### src/rtl/pmem_line_responder_pkg.sv
// Shared types and helpers for the pmem line responder.
// The memory side moves one whole cache line as a burst of narrow DRAM beats.
package pmem_line_responder_pkg;

   localparam int LINE_W_DEF = 128;
   localparam int BEAT_W_DEF = 32;
   localparam int BEATS_DEF  = LINE_W_DEF / BEAT_W_DEF;

   typedef logic [LINE_W_DEF-1:0]        lc3b_pmem_line;
   typedef logic [15:0]                  lc3b_word;
   typedef logic [BEAT_W_DEF-1:0]        lc3b_dram_beat;
   typedef logic [$clog2(BEATS_DEF)-1:0] lc3b_beat_idx;

   typedef enum logic [2:0] {
      ST_IDLE  = 3'd0,
      ST_CMD   = 3'd1,
      ST_WDATA = 3'd2,
      ST_RDATA = 3'd3,
      ST_RESP  = 3'd4
   } lc3b_pmem_resp_state;

   // Clears the byte-offset bits so the address points at the start of a line.
   function automatic lc3b_word line_align(input lc3b_word addr, input int unsigned off_w);
      lc3b_word mask;
      mask = lc3b_word'((32'd1 << off_w) - 32'd1);
      return addr & ~mask;
   endfunction

   function automatic lc3b_word sat_inc(input lc3b_word cnt);
      if (cnt == 16'hFFFF) begin
         return cnt;
      end else begin
         return cnt + 16'd1;
      end
   endfunction

endpackage

### src/rtl/pmem_line_buffer.sv
// Read-line register: collects incoming DRAM beats into their slot of the line.
// Holds its contents between reads so the last fetched line stays visible.
module pmem_line_buffer
   import pmem_line_responder_pkg::*;
#(
   parameter int LINE_W = LINE_W_DEF,
   parameter int BEAT_W = BEAT_W_DEF,
   parameter int IDX_W  = 2
) (
   input  logic              clk,
   input  logic              reset_n,
   input  logic              slot_we,
   input  logic [IDX_W-1:0]  slot_idx,
   input  logic [BEAT_W-1:0] slot_data,
   output logic [LINE_W-1:0] line
);

   logic [LINE_W-1:0] line_r;

   // Per-beat slot write into the line register.
   always_ff @(posedge clk or negedge reset_n) begin
      if (!reset_n) begin
         line_r <= '0;
      end else if (slot_we) begin
         line_r[int'(slot_idx)*BEAT_W +: BEAT_W] <= slot_data;
      end else begin
         line_r <= line_r;
      end
   end

   assign line = line_r;

endmodule

### src/rtl/pmem_line_responder.sv
// Memory-side responder: turns a whole-line pmem read/write into a command
// plus a burst of beats on the DRAM bus, then pulses pmem_resp for one cycle.
module pmem_line_responder
   import pmem_line_responder_pkg::*;
#(
   parameter int LINE_W = LINE_W_DEF,
   parameter int BEAT_W = BEAT_W_DEF
) (
   input  logic              clk,
   input  logic              reset_n,
   input  logic              pmem_read,
   input  logic              pmem_write,
   input  logic [15:0]       pmem_address,
   input  logic [LINE_W-1:0] pmem_wdata,
   output logic              pmem_resp,
   output logic [LINE_W-1:0] pmem_rdata,
   output logic              dram_cmd_valid,
   input  logic              dram_cmd_ready,
   output logic              dram_cmd_write,
   output logic [15:0]       dram_cmd_addr,
   output logic              dram_wbeat_valid,
   input  logic              dram_wbeat_ready,
   output logic [BEAT_W-1:0] dram_wbeat,
   input  logic              dram_rbeat_valid,
   input  logic [BEAT_W-1:0] dram_rbeat,
   output logic [15:0]       read_count,
   output logic [15:0]       write_count
);

   localparam int          BEATS    = LINE_W / BEAT_W;
   localparam int          IDX_W    = (BEATS > 1) ? $clog2(BEATS) : 1;
   localparam int unsigned OFF_W    = $clog2(LINE_W / 8);
   localparam logic [IDX_W-1:0] LAST_IDX = IDX_W'(BEATS - 1);

   lc3b_pmem_resp_state state_r, next_state_s;
   logic [IDX_W-1:0]    idx_r, idx_next_s;
   logic                op_write_r, op_write_next_s;
   lc3b_word            addr_r, addr_next_s;
   logic [LINE_W-1:0]   wline_r, wline_next_s;
   logic                req_take_s;
   logic                rslot_we_s;

   logic                cmd_valid_s, cmd_write_s, wbeat_valid_s, resp_s;
   lc3b_word            cmd_addr_s;
   logic [BEAT_W-1:0]   wbeat_s;

   logic                cmd_valid_r, cmd_write_r, wbeat_valid_r, resp_r;
   lc3b_word            cmd_addr_r;
   logic [BEAT_W-1:0]   wbeat_r;
   lc3b_word            read_count_r, write_count_r;

   // Requests are only looked at while idle; write wins when both are raised.
   assign req_take_s = (state_r == ST_IDLE) && (pmem_read || pmem_write);

   // Next values of the request latches.
   always_comb begin
      op_write_next_s = op_write_r;
      addr_next_s     = addr_r;
      wline_next_s    = wline_r;
      if (req_take_s) begin
         op_write_next_s = pmem_write;
         addr_next_s     = line_align(pmem_address, OFF_W);
         wline_next_s    = pmem_wdata;
      end else begin
         op_write_next_s = op_write_r;
         addr_next_s     = addr_r;
         wline_next_s    = wline_r;
      end
   end

   // State, beat index and request latch registers.
   always_ff @(posedge clk or negedge reset_n) begin
      if (!reset_n) begin
         state_r    <= ST_IDLE;
         idx_r      <= '0;
         op_write_r <= 1'b0;
         addr_r     <= 16'h0000;
         wline_r    <= '0;
      end else begin
         state_r    <= next_state_s;
         idx_r      <= idx_next_s;
         op_write_r <= op_write_next_s;
         addr_r     <= addr_next_s;
         wline_r    <= wline_next_s;
      end
   end

   // Next-state and beat-index logic.
   always_comb begin
      next_state_s = state_r;
      idx_next_s   = idx_r;
      case (state_r)
         ST_IDLE: begin
            if (req_take_s) begin
               next_state_s = ST_CMD;
            end else begin
               next_state_s = ST_IDLE;
            end
            idx_next_s = '0;
         end
         ST_CMD: begin
            if (dram_cmd_ready) begin
               next_state_s = op_write_r ? ST_WDATA : ST_RDATA;
            end else begin
               next_state_s = ST_CMD;
            end
            idx_next_s = '0;
         end
         ST_WDATA: begin
            if (dram_wbeat_ready) begin
               if (idx_r == LAST_IDX) begin
                  next_state_s = ST_RESP;
                  idx_next_s   = '0;
               end else begin
                  next_state_s = ST_WDATA;
                  idx_next_s   = idx_r + IDX_W'(1);
               end
            end else begin
               next_state_s = ST_WDATA;
               idx_next_s   = idx_r;
            end
         end
         ST_RDATA: begin
            if (dram_rbeat_valid) begin
               if (idx_r == LAST_IDX) begin
                  next_state_s = ST_RESP;
                  idx_next_s   = '0;
               end else begin
                  next_state_s = ST_RDATA;
                  idx_next_s   = idx_r + IDX_W'(1);
               end
            end else begin
               next_state_s = ST_RDATA;
               idx_next_s   = idx_r;
            end
         end
         ST_RESP: begin
            next_state_s = ST_IDLE;
            idx_next_s   = '0;
         end
         default: begin
            next_state_s = ST_IDLE;
            idx_next_s   = '0;
         end
      endcase
   end

   // Outputs are decoded from the next state so that they leave on flops.
   always_comb begin
      cmd_valid_s   = (next_state_s == ST_CMD);
      cmd_write_s   = 1'b0;
      cmd_addr_s    = 16'h0000;
      wbeat_valid_s = (next_state_s == ST_WDATA);
      wbeat_s       = '0;
      resp_s        = (next_state_s == ST_RESP);
      if (cmd_valid_s) begin
         cmd_write_s = op_write_next_s;
         cmd_addr_s  = addr_next_s;
      end else begin
         cmd_write_s = 1'b0;
         cmd_addr_s  = 16'h0000;
      end
      if (wbeat_valid_s) begin
         wbeat_s = wline_r[int'(idx_next_s)*BEAT_W +: BEAT_W];
      end else begin
         wbeat_s = '0;
      end
   end

   // Registered DRAM and pmem handshake outputs.
   always_ff @(posedge clk or negedge reset_n) begin
      if (!reset_n) begin
         cmd_valid_r   <= 1'b0;
         cmd_write_r   <= 1'b0;
         cmd_addr_r    <= 16'h0000;
         wbeat_valid_r <= 1'b0;
         wbeat_r       <= '0;
         resp_r        <= 1'b0;
      end else begin
         cmd_valid_r   <= cmd_valid_s;
         cmd_write_r   <= cmd_write_s;
         cmd_addr_r    <= cmd_addr_s;
         wbeat_valid_r <= wbeat_valid_s;
         wbeat_r       <= wbeat_s;
         resp_r        <= resp_s;
      end
   end

   // Saturating completion counters, bumped together with the response pulse.
   always_ff @(posedge clk or negedge reset_n) begin
      if (!reset_n) begin
         read_count_r  <= 16'h0000;
         write_count_r <= 16'h0000;
      end else if (resp_s) begin
         if (op_write_r) begin
            write_count_r <= sat_inc(write_count_r);
            read_count_r  <= read_count_r;
         end else begin
            read_count_r  <= sat_inc(read_count_r);
            write_count_r <= write_count_r;
         end
      end else begin
         read_count_r  <= read_count_r;
         write_count_r <= write_count_r;
      end
   end

   assign rslot_we_s = (state_r == ST_RDATA) && dram_rbeat_valid;

   pmem_line_buffer #(
      .LINE_W (LINE_W),
      .BEAT_W (BEAT_W),
      .IDX_W  (IDX_W)
   ) u_rline (
      .clk       (clk),
      .reset_n   (reset_n),
      .slot_we   (rslot_we_s),
      .slot_idx  (idx_r),
      .slot_data (dram_rbeat),
      .line      (pmem_rdata)
   );

   assign pmem_resp        = resp_r;
   assign dram_cmd_valid   = cmd_valid_r;
   assign dram_cmd_write   = cmd_write_r;
   assign dram_cmd_addr    = cmd_addr_r;
   assign dram_wbeat_valid = wbeat_valid_r;
   assign dram_wbeat       = wbeat_r;
   assign read_count       = read_count_r;
   assign write_count      = write_count_r;

endmodule

### config.mk
export PLATFORM = sky130hd
export DESIGN_NAME = pmem_line_responder
export DESIGN_NICKNAME = d
export VERILOG_FILES = /design/src/rtl/pmem_line_responder_pkg.sv /design/src/rtl/pmem_line_buffer.sv /design/src/rtl/pmem_line_responder.sv
export SDC_FILE = /design/constraint.sdc
export NUM_CORES = 1
export LEC_CHECK = 0
export CAP_MARGIN = 20
export CORE_MARGIN = 2
export CORE_UTILIZATION = 39
export CTS_CLUSTER_DIAMETER = 50
export DETAILED_ROUTE_END_ITERATION = 10
export PLACE_DENSITY = 0.64
export SLEW_MARGIN = 10
export SYNTH_ARGS = -nofsm -noshare
export SYNTH_HDL_FRONTEND = slang
export SYNTH_SLANG_ARGS = --single-unit
### constraint.sdc
create_clock -name clk -period 2.5 [get_ports clk]
set_input_delay 0.5 -clock clk [delete_from_list [all_inputs] [get_ports clk]]
set_output_delay 0.5 -clock clk [all_outputs]
set_load 0.05 [all_outputs]
### After elaboration in Yosys (flattened, before gate mapping)

Index checks and enable logic that the tools add are counted.

* bitwise gates (word level): 3
* reduce and logical (&&, ||, !) cells: 6
* add/sub/neg operators: 4
* equal/unequal tests: 9
* $lt $le $gt $ge: 0
* shifts and indexed selects: 3
* mux-type cells: 18
* multipliers: 0
* div/mod/pow operators: 0

Operator list (count)
* 128-bit bitwise mux: 1
* 32-bit by 33-bit variable shift with 128-bit output (first input constant): 1
* 128-bit by 8-bit variable part select with 32-bit output: 1
* 32-bit by 33-bit variable part select with 128-bit output: 1
* 7-bit negation with 33-bit output: 1
* 16-bit by 1-bit adder with 16-bit output (second input constant): 2
* 16-bit == test (second input constant): 2
* 16-bit two-way mux: 2
* 32-bit two-way mux: 1
* 3-bit two-way mux: 4
* 3-bit case mux with 4 select lines: 1
* 3-bit by 2-bit == test with 1-bit output (second input constant): 3
* 2-bit two-way mux: 4
* 3-bit by 1-bit == test with 1-bit output (second input constant): 2
* 3-bit AND reduction: 2
* 1-bit two-way mux: 4
* 2-bit case mux with 2 select lines: 1
* 3-bit == test (second input constant): 1
* 3-bit zero test: 1
* 1-bit inverter: 3
* 2-bit by 1-bit adder with 2-bit output (second input constant): 1
* 2-bit == test (second input constant): 1
* 1-bit logical AND: 2
* 1-bit logical OR: 1

* word-level logic and storage cells: 57
* memories kept: 0
* output and inout bits: 212
* bits in registers: 362
* bits in writable memories: 0
* bits in latches: 0
* memory bits (read-only): 0

### Depth between registers and ports, before layout

* depth after elaboration: 6
* gate-level depth with buffers: 8
* depth with buffers taken out: 6

### By module

From an unflattened synthesis, not the netlist that was laid out.

* cells, all modules: 1025
* area, all modules: 14823.0 sq um

Modules (own cells, without submodules)
* pmem_line_responder: cells an instance 666, instances 1, area an instance 9576.7 sq um
* pmem_line_buffer: cells an instance 359, instances 1, area an instance 5246.3 sq um

### Worst setup path before layout

OpenSTA, ideal clock, no wires.

* kind: register -> register
* start point: reg read_count_r[0], in the netlist read_count[0]
* end point: reg read_count_r[1], in the netlist read_count[1]
* library setup time: 125 ps
* arrival: 2133 ps
* stages on the path, launching flop included: 6
* path slack: 242 ps
* buffers on the path: 0
* path through: dfrtp_1 -> ha_1 -> nand3_1 -> nor4_1 -> nor2_1 -> mux2_2

* longest elaborated chain between the ends: 3

RTL lines
* start: declaration: line pmem_line_responder.sv:50 `lc3b_word read_count_r, write_count_r;`
* start signal: assignment: line pmem_line_responder.sv:197 `read_count_r <= read_count_r;`
* start signal: assignment: line pmem_line_responder.sv:199 `read_count_r <= sat_inc(read_count_r);`
* start signal: assignment: line pmem_line_responder.sv:203 `read_count_r <= read_count_r;`
* branches (longest 3 deep; another with 16-bit by 1-bit adder with 16-bit output)

Several ways; the timed one is not identified.
A chain may end at the register's enable or synchronous reset.

### Worst setup path in the final report

* start point: reg read_count_r[2], in the netlist read_count[2]
* end point: out read_count[2]

RTL lines
* end: declaration: line pmem_line_responder.sv:26 `output logic [15:0] read_count,`

No word-level cell between the ends.

==> metrics.csv <==
stage,metric,value,unit
synth,Yosys reg bits,362,
place,Final GP Congestion,0.818,
critical_path,critical path arrival,1920,ps
timing,RSZ-0062 raised after global routing,false,
routing,via-per-instance ratio,4.98,
clock_tree,setup bufs post-CTS,0,
synth,Gate Count Post-Synth,1559,
critical_path,critical path class,reg -> out,
critical_path,"delay-heaviest family, CP",buffers and inverters,
grt,vias in the first global route,12500,
pwr,Final Power,25100,uW
clock_tree,CTS tree,done,
place,Place WS,-181,ps
grt,grt total ovfl,0,
place,DP Wirelength,30.9,mm
die,Rows,71,
worst_hold_path,Worst Hold Class,reg -> reg,
routing,DRC viols,0,
critical_path,Worst path slowest cell,clkdlybuf4s50_1,
die,Die W,200,um
critical_path,Worst Path Buf+Inv,1,
critical_path,crit end category,primary output,
synth,post-synthesis cell area,15100,um^2
die,I/O pins,395,
timing,Rel. slew slack,50.7,%
timing,Max Slew Vio Count,0,
critical_path,Crit path required time,2000,ps
synth,synthesized net count,1749,
clock_tree,Max clock buf depth,3,
die,DIE AREA,40200,um^2
timing,minimum clock period,2420,ps
synth,Synth top cells by count,"nand2_1, dfrtp_1, o21ai_0",
grt,initial antenna violation count,0,
clock_tree,Clock Pin Slew Worst Setup and Hold Paths,60,ps
grt,gr usage total,22.4,%
die,Die H,200,um
synth,share of the synthesized area in the top cell type,60.2,%
timing,clock skew,16.0,ps
synth,Netlist cell types,44,
timing,final setup margin,83.2,ps
synth,cell with the most instances after synthesis,nand2_1,
routing,initial drt markers,692,
synth,ys flop type,dfrtp_1,
grt,largest net degree at the start of global routing,74,
routing,detailed-route via count,12400,
finish,Layout Area Growth over Synthesis,42.5,%
timing,max frequency,414,MHz
job,Max Cap Viol,0,
timing,crit share post-route,96.7,%
run_status,status,completed,
place,DP Cell Count,2416,
clock_tree,H-tree levels,2,
die,starting density of the core,39.8,%
routing,routed len/inst,18.1,um
clock_tree,clk sinks,362,
critical_path,critical-path cell list,clkdlybuf4s50_1,
clock_tree,clk_lat worst skew,530,ps
timing,Worst Max-Slew Pin Slew,733,ps
die,Core Area,37800,um^2
pwr,Pleak,0.00981,uW
pwr,Pwr per Cell Area,1170,nW/um^2
critical_path,"slowest stage delay, CP",870,ps
synth,synth warn,0,
clock_tree,CTS buffer count,42,
synth,sequential-to-total area share from yosys stat,60.2,%
finish,layout cells sized above 1,9.70,%
critical_path,Worst setup SP type,flop,
grt,first-pass GRT wire length,71.6,mm
pwr,Worst VDD drop,0.000790,V
critical_path,crit-path max FO,9,
finish,final cell count without fillers,2491,
finish,fin nets,2140,
place,Buffers on Ports,390,
synth,Synth area leaders,"dfrtp_1, nand2_1, o21ai_0",
synth,Mean Syn Cell Area,9.66,um^2
timing,# setup viols final,0,
finish,Antenna Cells,0,
synth,number of flops mapped to enable cells by yosys,0,
timing,final hold vios,0,
clock_tree,Root Driver,clkbuf_16,
routing,router iterations before antenna repair,5,
routing,final wirelength,45.0,mm
routing,remaining antenna violation count,0,
synth,ys async rst share,100,%
synth,cell taking the most area after synthesis,dfrtp_1,
==> layout make-up <==
type	count	area, um^2
clock buffer	56	1210
clock inverter	18	205
fill	3323	16400
inverter	10	37.5
multi-input combinational	1088	5620
sequential	362	9060
tap	511	639
timing repair buffer	446	4680
==> where the power goes <==
part / total (uW) / switching [uW] / internal, uW
logic: 10200 / 6500 / 3690
clock network: 6210 / 2460 / 3750
registers: 8690 / 1040 / 7660
total: 25100 / 9990 / 15100
==> through the flow <==
stage	area, um^2	util, %	setup TNS (ps)	hold WS (ps)
final	21500	56.7	0	474
after global routing	21500	56.7	0	477
after CTS	21400	56.7	0	467
after detailed placement	20000	52.9	-3520	463
after global placement	20000	52.9	-3060	458
after floorplan	15100	-	0	204
==> registers in the layout, indices dropped and copies added, names as in the netlist, 2 cells and up <==
register,flops
u_rline.line,128
addr_r,16
dram_wbeat,32
write_count,16
read_count,16
state_r,3
wline_r,128
dram_cmd_addr,16
idx_r,2
==> kinds of logic after synthesis <==
kind of cell    synth area share, %
fa+ha+maj                     0.582
mux                            3.86
xor+xnor                       1.40
flops                          60.2
buf+inv                        2.98
compound gates                 9.53
simple gates                   21.5
==> layout by cell type (no fill, tap or decap), types with 6 or more instances in the layout <==
master           Yosys  layout
nand2_1            661     657
clkdlybuf4s50_1      0     389
dfrtp_1            362     361
o21ai_0            130     130
clkbuf_16            0      43
nor3_1              41      38
mux2i_1             33      33
a21oi_1             34      33
a2111oi_2           29      29
buf_12               0      28
buf_4                3      27
xor2_1              22      22
mux2_2              19      19
nor2b_1             17      17
nand3_1             14      14
nor4_1              11      11
inv_1               10      10
clkbuf_8             0       9
a31oi_1              8       8
nand4_1              8       8
ha_1                 7       6
==> metal layers <==
layer | vias to the layer above | global-route usage, % | wire length, um
li1 | 5926 | - | -
met1 | 6023 | 30.5 | 20000
met2 | 405 | 37.0 | 21600
met3 | 50 | 4.35 | 2700
met4 | 0 | 5.29 | 706
met5 | - | 0 | 0
==> final timing paths <==
path / startpoint / to / depth (start not counted) / slack, ps
setup / recovery: read_count[2]$_DFFE_PN0P_ / read_count[2] / 1 / 80
hold / removal: wline_r[120]$_DFFE_PN0P_ / wline_r[120]$_DFFE_PN0P_ / 2 / 470
max in group asynchronous: reset_n / wline_r[83]$_DFFE_PN0P_ / 3 / 1130
min in group asynchronous: reset_n / u_rline.line[72]$_DFFE_PN0P_ / 2 / 490
hold reg to reg: wline_r[120]$_DFFE_PN0P_ / wline_r[120]$_DFFE_PN0P_ / 2 / 470
setup reg to reg: idx_r[1]$_DFF_PN0_ / dram_wbeat[6]$_DFF_PN0_ / 7 / 160
==> repair_timing <==
| action | in CTS | in global routing |
|---|---|---|
| hold endpoints to repair | 41 | 0 |
| hold buffers | 1 | 0 |
| gates resized for setup | 0 | 5 |
| setup endpoints to repair | 0 | 28 |
No activity file was read; power rests on OpenSTA's default activity.
